## src/rtl/rob_mw_if.sv

```systemverilog
// Dispatch / completion / commit bus of the multi-way reorder buffer.
// Lane 0 of every multi-lane field sits in the LSBs and is the oldest lane.
interface rob_mw_if #(
  parameter int DATA_WIDTH   = 11,
  parameter int PUSH_WIDTH   = 3,
  parameter int RETIRE_WIDTH = 3,
  parameter int CMPLT_PORTS  = 3,
  parameter int DEPTH        = 16
);
  localparam int AW = $clog2(DEPTH);
  localparam int PW = $clog2(PUSH_WIDTH) + 1;
  localparam int RW = $clog2(RETIRE_WIDTH) + 1;

  logic                                    flush;
  logic [PUSH_WIDTH-1:0][DATA_WIDTH-1:0]   din;
  logic [PW-1:0]                           din_valid_ct;
  logic [PW-1:0]                           din_ready_ct;
  logic [PUSH_WIDTH-1:0][AW-1:0]           din_tags;
  logic [CMPLT_PORTS-1:0][AW-1:0]          cmplt_tags;
  logic [CMPLT_PORTS-1:0]                  cmplt_valid;
  logic [RETIRE_WIDTH-1:0][DATA_WIDTH-1:0] dout;
  logic [RW-1:0]                           dout_valid_ct;
  logic [RW-1:0]                           dout_ready_ct;
  logic [AW:0]                             count;

  modport master (
    output flush, din, din_valid_ct, cmplt_tags, cmplt_valid, dout_ready_ct,
    input  din_ready_ct, din_tags, dout, dout_valid_ct, count
  );
  modport slave (
    input  flush, din, din_valid_ct, cmplt_tags, cmplt_valid, dout_ready_ct,
    output din_ready_ct, din_tags, dout, dout_valid_ct, count
  );
endinterface

```

## src/rtl/rob_mw.sv

```systemverilog
// Multi-way reorder buffer: N-wide allocate, tag-addressed out-of-order completion,
// in-order N-wide retire of consecutive completed entries, single-cycle flush.
module rob_mw #(
  parameter int DATA_WIDTH   = 11,
  parameter int PUSH_WIDTH   = 3,
  parameter int RETIRE_WIDTH = 3,
  parameter int CMPLT_PORTS  = 3,
  parameter int DEPTH        = 16
) (
  input  logic      clk,
  input  logic      rst,
  rob_mw_if.slave   bus
);
  localparam int AW = $clog2(DEPTH);
  localparam int PW = $clog2(PUSH_WIDTH) + 1;
  localparam int RW = $clog2(RETIRE_WIDTH) + 1;

  logic [AW-1:0]         head_q, head_d, tail_q, tail_d;
  logic [AW:0]           count_q, count_d;
  logic [DEPTH-1:0]      valid_q, valid_d, done_q, done_d;
  logic [DATA_WIDTH-1:0] mem_q [DEPTH];

  logic [PW-1:0] ready_ct, npush;
  logic [RW-1:0] vld_ct, nret;

  // Ready depends only on registered count; same-cycle retires free nothing.
  always_comb begin
    logic [AW:0]   free;
    logic [PW-1:0] req;
    free     = (AW+1)'(DEPTH) - count_q;
    ready_ct = (free >= (AW+1)'(PUSH_WIDTH)) ? PW'(PUSH_WIDTH) : PW'(free);
    req      = (bus.din_valid_ct > PW'(PUSH_WIDTH)) ? PW'(PUSH_WIDTH) : bus.din_valid_ct;
    npush    = (req < ready_ct) ? req : ready_ct;
  end

  always_comb begin
    logic          run;
    logic [AW-1:0] slot;
    logic [RW-1:0] rreq;
    run    = 1'b1;
    slot   = '0;
    vld_ct = '0;
    for (int i = 0; i < RETIRE_WIDTH; i++) begin
      slot = head_q + AW'(i);
      if (run && valid_q[slot] && done_q[slot]) vld_ct = vld_ct + RW'(1);
      else                                      run    = 1'b0;
    end
    rreq = (bus.dout_ready_ct > RW'(RETIRE_WIDTH)) ? RW'(RETIRE_WIDTH) : bus.dout_ready_ct;
    nret = (rreq < vld_ct) ? rreq : vld_ct;
  end

  // Completions test registered valid, so a slot pushed this cycle ignores them.
  // Push slots are always empty and retire slots always occupied, so they never overlap.
  always_comb begin
    valid_d = valid_q;
    done_d  = done_q;
    for (int p = 0; p < CMPLT_PORTS; p++)
      if (bus.cmplt_valid[p] && valid_q[bus.cmplt_tags[p]]) done_d[bus.cmplt_tags[p]] = 1'b1;
    for (int i = 0; i < RETIRE_WIDTH; i++)
      if (RW'(i) < nret) begin
        valid_d[head_q + AW'(i)] = 1'b0;
        done_d[head_q + AW'(i)]  = 1'b0;
      end
    for (int i = 0; i < PUSH_WIDTH; i++)
      if (PW'(i) < npush) begin
        valid_d[tail_q + AW'(i)] = 1'b1;
        done_d[tail_q + AW'(i)]  = 1'b0;
      end
    head_d  = head_q + AW'(nret);
    tail_d  = tail_q + AW'(npush);
    count_d = count_q + (AW+1)'(npush) - (AW+1)'(nret);
    if (bus.flush) begin
      valid_d = '0;
      done_d  = '0;
      head_d  = '0;
      tail_d  = '0;
      count_d = '0;
    end
  end

  always_ff @(posedge clk) begin
    if (rst) begin
      head_q  <= '0;
      tail_q  <= '0;
      count_q <= '0;
      valid_q <= '0;
      done_q  <= '0;
    end else begin
      head_q  <= head_d;
      tail_q  <= tail_d;
      count_q <= count_d;
      valid_q <= valid_d;
      done_q  <= done_d;
    end
  end

  // Payload is unreset; stray writes under flush/reset land in slots marked invalid.
  always_ff @(posedge clk) begin
    for (int i = 0; i < PUSH_WIDTH; i++)
      if (PW'(i) < npush) mem_q[tail_q + AW'(i)] <= bus.din[i];
  end

  assign bus.din_ready_ct  = ready_ct;
  assign bus.dout_valid_ct = vld_ct;
  assign bus.count         = count_q;

  for (genvar i = 0; i < PUSH_WIDTH; i++) begin : g_tag
    assign bus.din_tags[i] = tail_q + AW'(i);
  end
  for (genvar i = 0; i < RETIRE_WIDTH; i++) begin : g_dout
    assign bus.dout[i] = mem_q[head_q + AW'(i)];
  end
endmodule

```

## src/flat_wrapper.sv

```systemverilog
// flat-port wrapper written by rule: the top's interface ports become plain ports
module rob_mw_flat 
#(
  parameter int DATA_WIDTH   = 11,
  parameter int PUSH_WIDTH   = 3,
  parameter int RETIRE_WIDTH = 3,
  parameter int CMPLT_PORTS  = 3,
  parameter int DEPTH        = 16
)
  (clk, rst, bus_flush, bus_din, bus_din_valid_ct, bus_cmplt_tags, bus_cmplt_valid, bus_dout_ready_ct, bus_din_ready_ct, bus_din_tags, bus_dout, bus_dout_valid_ct, bus_count);
  rob_mw_if #(.DATA_WIDTH(DATA_WIDTH), .PUSH_WIDTH(PUSH_WIDTH), .RETIRE_WIDTH(RETIRE_WIDTH), .CMPLT_PORTS(CMPLT_PORTS), .DEPTH(DEPTH)) bus_i ();
  input  logic clk;
  input  logic rst;
  input wire logic [$bits(bus_i.flush)-1:0] bus_flush;
  input wire logic [$bits(bus_i.din)-1:0] bus_din;
  input wire logic [$bits(bus_i.din_valid_ct)-1:0] bus_din_valid_ct;
  input wire logic [$bits(bus_i.cmplt_tags)-1:0] bus_cmplt_tags;
  input wire logic [$bits(bus_i.cmplt_valid)-1:0] bus_cmplt_valid;
  input wire logic [$bits(bus_i.dout_ready_ct)-1:0] bus_dout_ready_ct;
  output wire logic [$bits(bus_i.din_ready_ct)-1:0] bus_din_ready_ct;
  output wire logic [$bits(bus_i.din_tags)-1:0] bus_din_tags;
  output wire logic [$bits(bus_i.dout)-1:0] bus_dout;
  output wire logic [$bits(bus_i.dout_valid_ct)-1:0] bus_dout_valid_ct;
  output wire logic [$bits(bus_i.count)-1:0] bus_count;
  assign bus_i.flush = bus_flush;
  assign bus_i.din = bus_din;
  assign bus_i.din_valid_ct = bus_din_valid_ct;
  assign bus_i.cmplt_tags = bus_cmplt_tags;
  assign bus_i.cmplt_valid = bus_cmplt_valid;
  assign bus_i.dout_ready_ct = bus_dout_ready_ct;
  assign bus_din_ready_ct = bus_i.din_ready_ct;
  assign bus_din_tags = bus_i.din_tags;
  assign bus_dout = bus_i.dout;
  assign bus_dout_valid_ct = bus_i.dout_valid_ct;
  assign bus_count = bus_i.count;
  rob_mw #(.DATA_WIDTH(DATA_WIDTH), .PUSH_WIDTH(PUSH_WIDTH), .RETIRE_WIDTH(RETIRE_WIDTH), .CMPLT_PORTS(CMPLT_PORTS), .DEPTH(DEPTH)) u_core (.clk(clk), .rst(rst), .bus(bus_i));
endmodule
```

## config.mk

```make
export PLATFORM = sky130hd
export DESIGN_NAME = rob_mw_flat
export DESIGN_NICKNAME = d
export VERILOG_FILES = /design/src/rtl/rob_mw_if.sv /design/src/rtl/rob_mw.sv /design/src/flat_wrapper.sv
export SDC_FILE = /design/constraint.sdc
export NUM_CORES = 1
export LEC_CHECK = 0
export BUFFER_PORTS_ARGS = -buffer_cell sky130_fd_sc_hd__buf_4
export CAP_MARGIN = 20
export CORE_MARGIN = 5
export CORE_UTILIZATION = 45
export DETAILED_ROUTE_END_ITERATION = 16
export GPL_TIMING_DRIVEN = 0
export PLACE_DENSITY = 0.71
export SYNTH_ARGS = -nofsm -noshare
export SYNTH_HDL_FRONTEND = slang
export SYNTH_SLANG_ARGS = --single-unit
```

## constraint.sdc

```tcl
create_clock -name clk -period 10.3 [get_ports clk]
set_input_delay 1.03 -clock clk [delete_from_list [all_inputs] [get_ports clk]]
set_output_delay 1.03 -clock clk [all_outputs]
set_load 0.02 [all_outputs]
```

==> metrics.yaml, run 1 <==
floorplan:
  pin_count: 113
  core_area_sq_um: 39500
  die_area_sq_um: 43800
  fp-row-count: 73
  die_width_microns: 209
  die_y_microns: 209
  start_util_pct: 45.2
logic_synthesis:
  syn_avg_cell_area_sq_um: 10.8
  synth.most_common_cell: "mux4_2"
  synthMuxAreaShare_pct: 33.7
  synth_xor_area_share_pct: 0.834
  netlist_area_sq_um: 17900
  yosys.area_share.simple_pct: 12.3
  synth_commonest_cells: "mux4_2, mux2i_1, edfxtp_1"
  ys_ff_latch: 221
  ys_dominant_reg_cell: "edfxtp_1"
  async_flop_share_pct: 0
  synth_edf_count: 176
  synth_cell_types: 70
  synth-compound-area-share_pct: 10.7
  synthCells: 1649
  synthAdderAreaFrac_pct: 2.94
  synth_top_area_share_pct: 29.6
  synth_top_area_cell: "edfxtp_1"
  synth_top_family_by_area: "multiplexers"
  yosys_warnings: 0
  synthTopCellsByArea: "edfxtp_1, mux4_2, mux2i_1"
  ys_seq_area_share_pct: 34.7
power:
  ir_worst_vdd_v: 0.000119
  pwr_density_cell_nw_per_um2: 164
  p_leak_nw: 6.57
sta:
  fin_setup_tns_ns: 0
  period_minus_slack_ns: 9.68
  slew_headroom_pct: 27.2
  worstMarginPinSlew_ns: 1.09
  setup_viol: 0
  finalCritPeriodShare_pct: 94.0
  grt_setup_unrepaired: "false"
  clock_skew_ns: 0.0130
  fmax_ghz: 0.103
  maxSlewViolCount: 0
  hold_viol: 0
placement:
  portBuffers: 100
  place_hpwl_microns: 53200
  placedCellCount: 2281
  gp_congestion: 0.997
route:
  drc: 0
  drt_iter0_drc: 2482
  drt-wirelength-per-cell_microns: 29.2
  viasPerCell: 6.88
  drtAntennaViolNets: 0
  vias: 16000
  routed_wl_microns: 68200
  firstDrtPassIters: 6
worst_setup_path:
  cp.arrival_ns: 10.09
  crit_required_ns: 10.71
  reg2reg_from: "u_core.head_q[1]"
  worstSetupEndpointType: "flip-flop"
  ff2ff_path_depth: 27
  r2r_slack_ns: 0.62
  startpoint_type: "flip-flop"
  rr_endpoint: "u_core.bus.count[4]"
  crit_fanout: 19
  path_class: "flip-flop to flip-flop"
clocking:
  worst_skew_pair.late_latency_ns: 0.57
  cts_resized: 0
  cts_tree: "yes"
  clockRootBuffer: "clkbuf_16"
  clk_pin_slew_worst_paths_ns: 0.06
  cts_sinks: 221
  clk_path_buf_depth: 3
  numCtsBuffers: 25
  ctsHoldBuffers: 0
  cts.htree.levels: 1
  post_cts_buffers: 0
grt:
  grt_use_total_pct: 30.1
  grt_max_degree: 15
  globalRouteOverflowTotal: 0
  grt_pass1_vias: 15500
  antenna_found_initial: 1
  grt_pass1_wl_microns: 101000
hold_path:
  hp-start: "u_core.valid_q[0]"
  hold_end: "u_core.valid_q[0]"
  hold_path_class: "flip-flop to flip-flop"
  hold_depth: 2
final_layout:
  fin_nets: 1883
  area_growth_pct: 13.0
  drive_gt1_share_pct: 20.1
  fin_cells: 2331
  num_antenna_cells: 0
outcome:
  status: "completed"
flow_run:
  max_cap_violations: 0
-- worst max-delay path by stage --
stage	from	end	slack [ns]
3_3_place_gp	u_core.head_q[1]	u_core.bus.count[4]	0.49
4_1_cts	u_core.head_q[1]	u_core.bus.count[4]	0.36
2_1_floorplan	u_core.head_q[1]	u_core.bus.count[3]	3.11
3_5_place_dp	u_core.head_q[1]	u_core.bus.count[4]	0.43
5_1_grt	u_core.head_q[1]	u_core.bus.count[3]	0.22
6_report	u_core.head_q[1]	u_core.bus.count[4]	0.62
-- critical path, cell delays in order, from the launching register on --
cell,delay [ns]
dfxtp_1,0.66
buf_4,0.30
buf_2,0.52
clkbuf_1,0.55
inv_1,0.30
ha_1,0.35
clkbuf_1,0.43
clkbuf_1,0.50
clkbuf_1,0.65
a311oi_1,0.18
o311ai_0,0.58
o211a_1,0.29
ha_1,0.23
inv_1,0.08
ha_1,0.23
or3_1,0.39
or4_1,0.52
and3_1,0.16
clkbuf_1,0.26
buf_1,0.30
nor2_1,0.54
fa_1,0.57
fa_1,0.44
inv_1,0.09
a21o_1,0.11
a21oi_1,0.07
xnor2_1,0.15
nor2_1,0.06
-- kinds of logic (layout without fill, tap and decap cells) --
kind of cell,after synthesis,in the layout
simple gates,466,466
mux,370,370
compound gates,316,316
flops,221,221
buf+inv,218,370
fa+ha+maj,39,39
xor+xnor,17,17
other cells,2,7
-- sequential cells by signal, summed over array words and instances (netlist names) --
name              count
u_core.bus.count      5
u_core.done_q        16
u_core.head_q         4
u_core.mem_q        176
u_core.tail_q         4
u_core.valid_q       16
-- routing by layer --
layer	track usage, %	part of all wire [%]	up-vias
li1	-	-	6673
met1	43.6	38	7846
met2	44.5	43	1349
met3	8.92	15	177
met4	8.26	3.1	2
met5	0	0.019	-
-- metrics by stage --
step           hold WS, ns  util [%]  instance area [sq um]  setup WS [ns]  power (mW)
6_report             0.584      51.1                  20200          0.617        3.30
3_3_place_gp         0.548      48.9                  19300          0.485        2.33
5_1_grt              0.606      51.1                  20200          0.216        3.41
2_1_floorplan        0.490         -                  17900           3.11        1.94
4_1_cts              0.579      50.9                  20100          0.359        3.26
3_5_place_dp         0.578      48.9                  19300          0.428        2.37
-- area by class of cell --
cell class | count | area, sq um
fill | 3536 | 19300
multi-input combinational | 1215 | 10800
sequential | 221 | 6190
timing repair buffer | 107 | 848
buffer | 169 | 674
tap | 525 | 657
clock buffer | 29 | 654
inverter | 48 | 180
clock inverter | 17 | 141
-- where the power goes --
part           total [mW]  internal (mW)  switching (mW)
Combinational        1.15          0.481           0.668
Clock               0.906          0.506           0.401
Sequential           1.25           1.14           0.111
-- cells in the final DEF, fill, tap and decap left out, drive strengths merged, types with 9 or more instances in the layout --
master,netlist,final
nand3,40,40
clkinv,2,13
dfxtp,45,45
a31oi,10,10
nand2b,10,10
a21oi,105,105
nor4,15,15
inv,46,48
o22ai,10,10
ha,34,34
nor3,44,44
nand4,13,13
clkbuf,118,147
nor2,132,132
o311ai,14,14
edfxtp,176,176
mux4,184,184
nand2,143,143
mux2i,181,181
buf,52,158
a32o,10,10
and2,14,14
xor2,9,9
o21ai,108,108
Power figures use the tool's default switching activity.
==> run 2: changes to the inputs <==
--- a/config.mk
+++ b/config.mk
@@ -9,6 +9,7 @@
 export CAP_MARGIN = 20
 export CORE_MARGIN = 5
 export CORE_UTILIZATION = 45
+export CTS_BUF_LIST = sky130_fd_sc_hd__clkbuf_4 sky130_fd_sc_hd__clkbuf_8 sky130_fd_sc_hd__clkbuf_16
 export DETAILED_ROUTE_END_ITERATION = 16
 export GPL_TIMING_DRIVEN = 0
 export PLACE_DENSITY = 0.71
==> run 2 against run 1 <==
  * Final cell count unchanged
  * Non-clock buffer count unchanged
  * Clock skew about the same
  * Clock power increased by 0.4%
  * Worst setup slack got worse by 0.023 ns
  * Combinational power about the same
  * Routed wire length decreased by 0.16%
  * Design area about the same
  * Sequential power about the same
  * Flip-flop and latch count unchanged
  * Critical endpoint unchanged
==> metrics.yaml, run 2 (synthesis gave the netlist of run 1 again) <==
placement:
  dpl_worst_slack_ns: 0.428  # unchanged
  placedCellCount: 2281  # unchanged
  placed_cell_area_sq_um: 19300  # unchanged
  gp_congestion: 0.997  # unchanged
  portBuffers: 100  # unchanged
  place_hpwl_microns: 53200  # unchanged
worst_setup_path:
  cp.arrival_ns: 10.12  # was 10.09 ns
  path_class: "flip-flop to flip-flop"  # unchanged
  crit_fanout: 19  # unchanged
  cpMostUsedCell: "clkbuf_1"  # unchanged
  startpoint_type: "flip-flop"  # unchanged
  crit_slowest_cell: "clkbuf_1"  # was dfxtp_1
  worstSetupEndpointType: "flip-flop"  # unchanged
  slowest_delay_ns: 0.66  # about the same
  crit_required_ns: 10.71  # about the same
clocking:
  numCtsBuffers: 25  # unchanged
  cts_sinks: 221  # unchanged
  worst_skew_pair.late_latency_ns: 0.56  # was 0.57 ns
  clk_pin_slew_worst_paths_ns: 0.06  # about the same
  cts.htree.levels: 1  # unchanged
  clk_path_buf_depth: 3  # unchanged
  cts_tree: "yes"  # unchanged
  cts_resized: 0  # unchanged
  clockRootBuffer: "clkbuf_16"  # unchanged
power:
  ir_worst_vdd_v: 0.000119  # about the same
  pwr_density_cell_nw_per_um2: 164  # about the same
  p_leak_nw: 6.57  # about the same
  p_total_mw: 3.31  # was 3.30 mW
route:
  drt_iter0_drc: 2344  # was 2482
  drt-wirelength-per-cell_microns: 29.2  # about the same
  viasPerCell: 6.89  # was 6.88
  vias: 16100  # was 16.0k
  drtAntennaViolNets: 0  # unchanged
  firstDrtPassIters: 6  # unchanged
  drc: 0  # unchanged
  routed_wl_microns: 68100  # was 68200 microns
floorplan:
  pin_count: 113  # unchanged
  fp-row-count: 73  # unchanged
  die_width_microns: 209  # unchanged
  core_area_sq_um: 39500  # unchanged
  start_util_pct: 45.2  # unchanged
  die_area_sq_um: 43800  # unchanged
  die_y_microns: 209  # unchanged
final_layout:
  top_regs: "u_core.mem_q: 176 flops, u_core.done_q: 16 flops, u_core.valid_q: 16 flops"  # unchanged
  fin_nets: 1883  # unchanged
  final_area_sq_um: 20200  # about the same
  area_growth_pct: 13.0  # about the same
  layout_common_cells: "mux4_2, mux2i_1, edfxtp_1"  # unchanged
  nFillCells: 3538  # was 3536
  drive_gt1_share_pct: 20.2  # was 20.1%
  largest_register_ffs: 176  # unchanged
  final_common_cell: "mux4_2"  # unchanged
  num_antenna_cells: 0  # unchanged
  fin_cells: 2331  # unchanged
  regMostFlops: "u_core.mem_q"  # unchanged
sta:
  worstMarginPinSlew_ns: 1.12  # was 1.09 ns
  setup_slack_ns: 0.594  # was 0.617 ns
  maxSlewViolCount: 0  # unchanged
  fmax_ghz: 0.103  # about the same
  finalCritPeriodShare_pct: 94.2  # was 94.0%
  slew_headroom_pct: 25.4  # was 27.2%
  fin_setup_tns_ns: 0  # unchanged
  clock_skew_ns: 0.0129  # was 0.0130 ns
  period_minus_slack_ns: 9.71  # was 9.68 ns
  hold_viol: 0  # unchanged
  setup_viol: 0  # unchanged
  grt_setup_unrepaired: "false"  # unchanged
outcome:
  status: "completed"  # unchanged
grt:
  grt_use_total_pct: 30.1  # about the same
  grt_pass1_wl_microns: 101000  # about the same
  antenna_found_initial: 1  # unchanged
  grt_max_degree: 15  # unchanged
  globalRouteOverflowTotal: 0  # unchanged
  grt_pass1_vias: 15500  # about the same
hold_path:
  hold_path_class: "flip-flop to flip-flop"  # unchanged
flow_run:
  max_cap_violations: 0  # unchanged
run 2: per-stage QoR:
stage                     hold WS [ns]  util, %
final                            0.579     51.1
after global routing             0.606     51.1
after CTS                        0.579     51.0
after detailed placement         0.578     48.9
after global placement           0.548     48.9
after floorplan                  0.490        -
run 2: worst paths after layout:
path,startpoint,endpoint,slack (ns),depth (start not counted)
min reg2reg,u_core.valid_q[0],u_core.valid_q[0],0.58,2
min,u_core.valid_q[0],u_core.valid_q[0],0.58,2
max,u_core.head_q[1],u_core.bus.count[4],0.59,27
max reg2reg,u_core.head_q[1],u_core.bus.count[4],0.59,27
run 2: area by class of cell:
class / instances / area, sq um / share of cell area, %
multi-input combinational: 1215 / 10800 / 53.7
sequential: 221 / 6190 / 30.7
timing repair buffer: 107 / 848 / 4.20
buffer: 169 / 674 / 3.34
clock buffer: 29 / 662 / 3.28
tap: 525 / 657 / 3.26
inverter: 48 / 180 / 0.893
clock inverter: 17 / 141 / 0.701
run 2: layer usage:
metal / global-route usage, % / up-vias / share of wire, %
met5: 0 / - / 0.019
met4: 8.26 / 2 / 3.3
met3: 8.87 / 174 / 15
met2: 44.5 / 1354 / 43
met1: 43.7 / 7845 / 39
li1: - / 6678 / -
run 2: critical path, delay by kind of cell (launching register included):
family	cells	cell delay, ns
compound gates	5	1.17
xor+xnor	1	0.15
fa+ha+maj	5	1.82
buf+inv	11	3.98
flops	1	0.64
simple gates	5	1.74
run 2: power breakdown:
| part | switching, mW | total (mW) | internal (mW) |
|---|---|---|---|
| combinational | 0.668 | 1.15 | 0.481 |
| sequential | 0.111 | 1.25 | 1.14 |
| clock | 0.400 | 0.910 | 0.511 |
| total | 1.18 | 3.31 | 2.13 |
run 2: repair_timing:
| action | 4_1_cts | 5_1_grt |
|---|---|---|
| hold buffers | 0 | 0 |
| endpoints found under the hold margin | 0 | 0 |
| setup endpoints to repair | 0 | 3 |
| setup buffers | 0 | 0 |
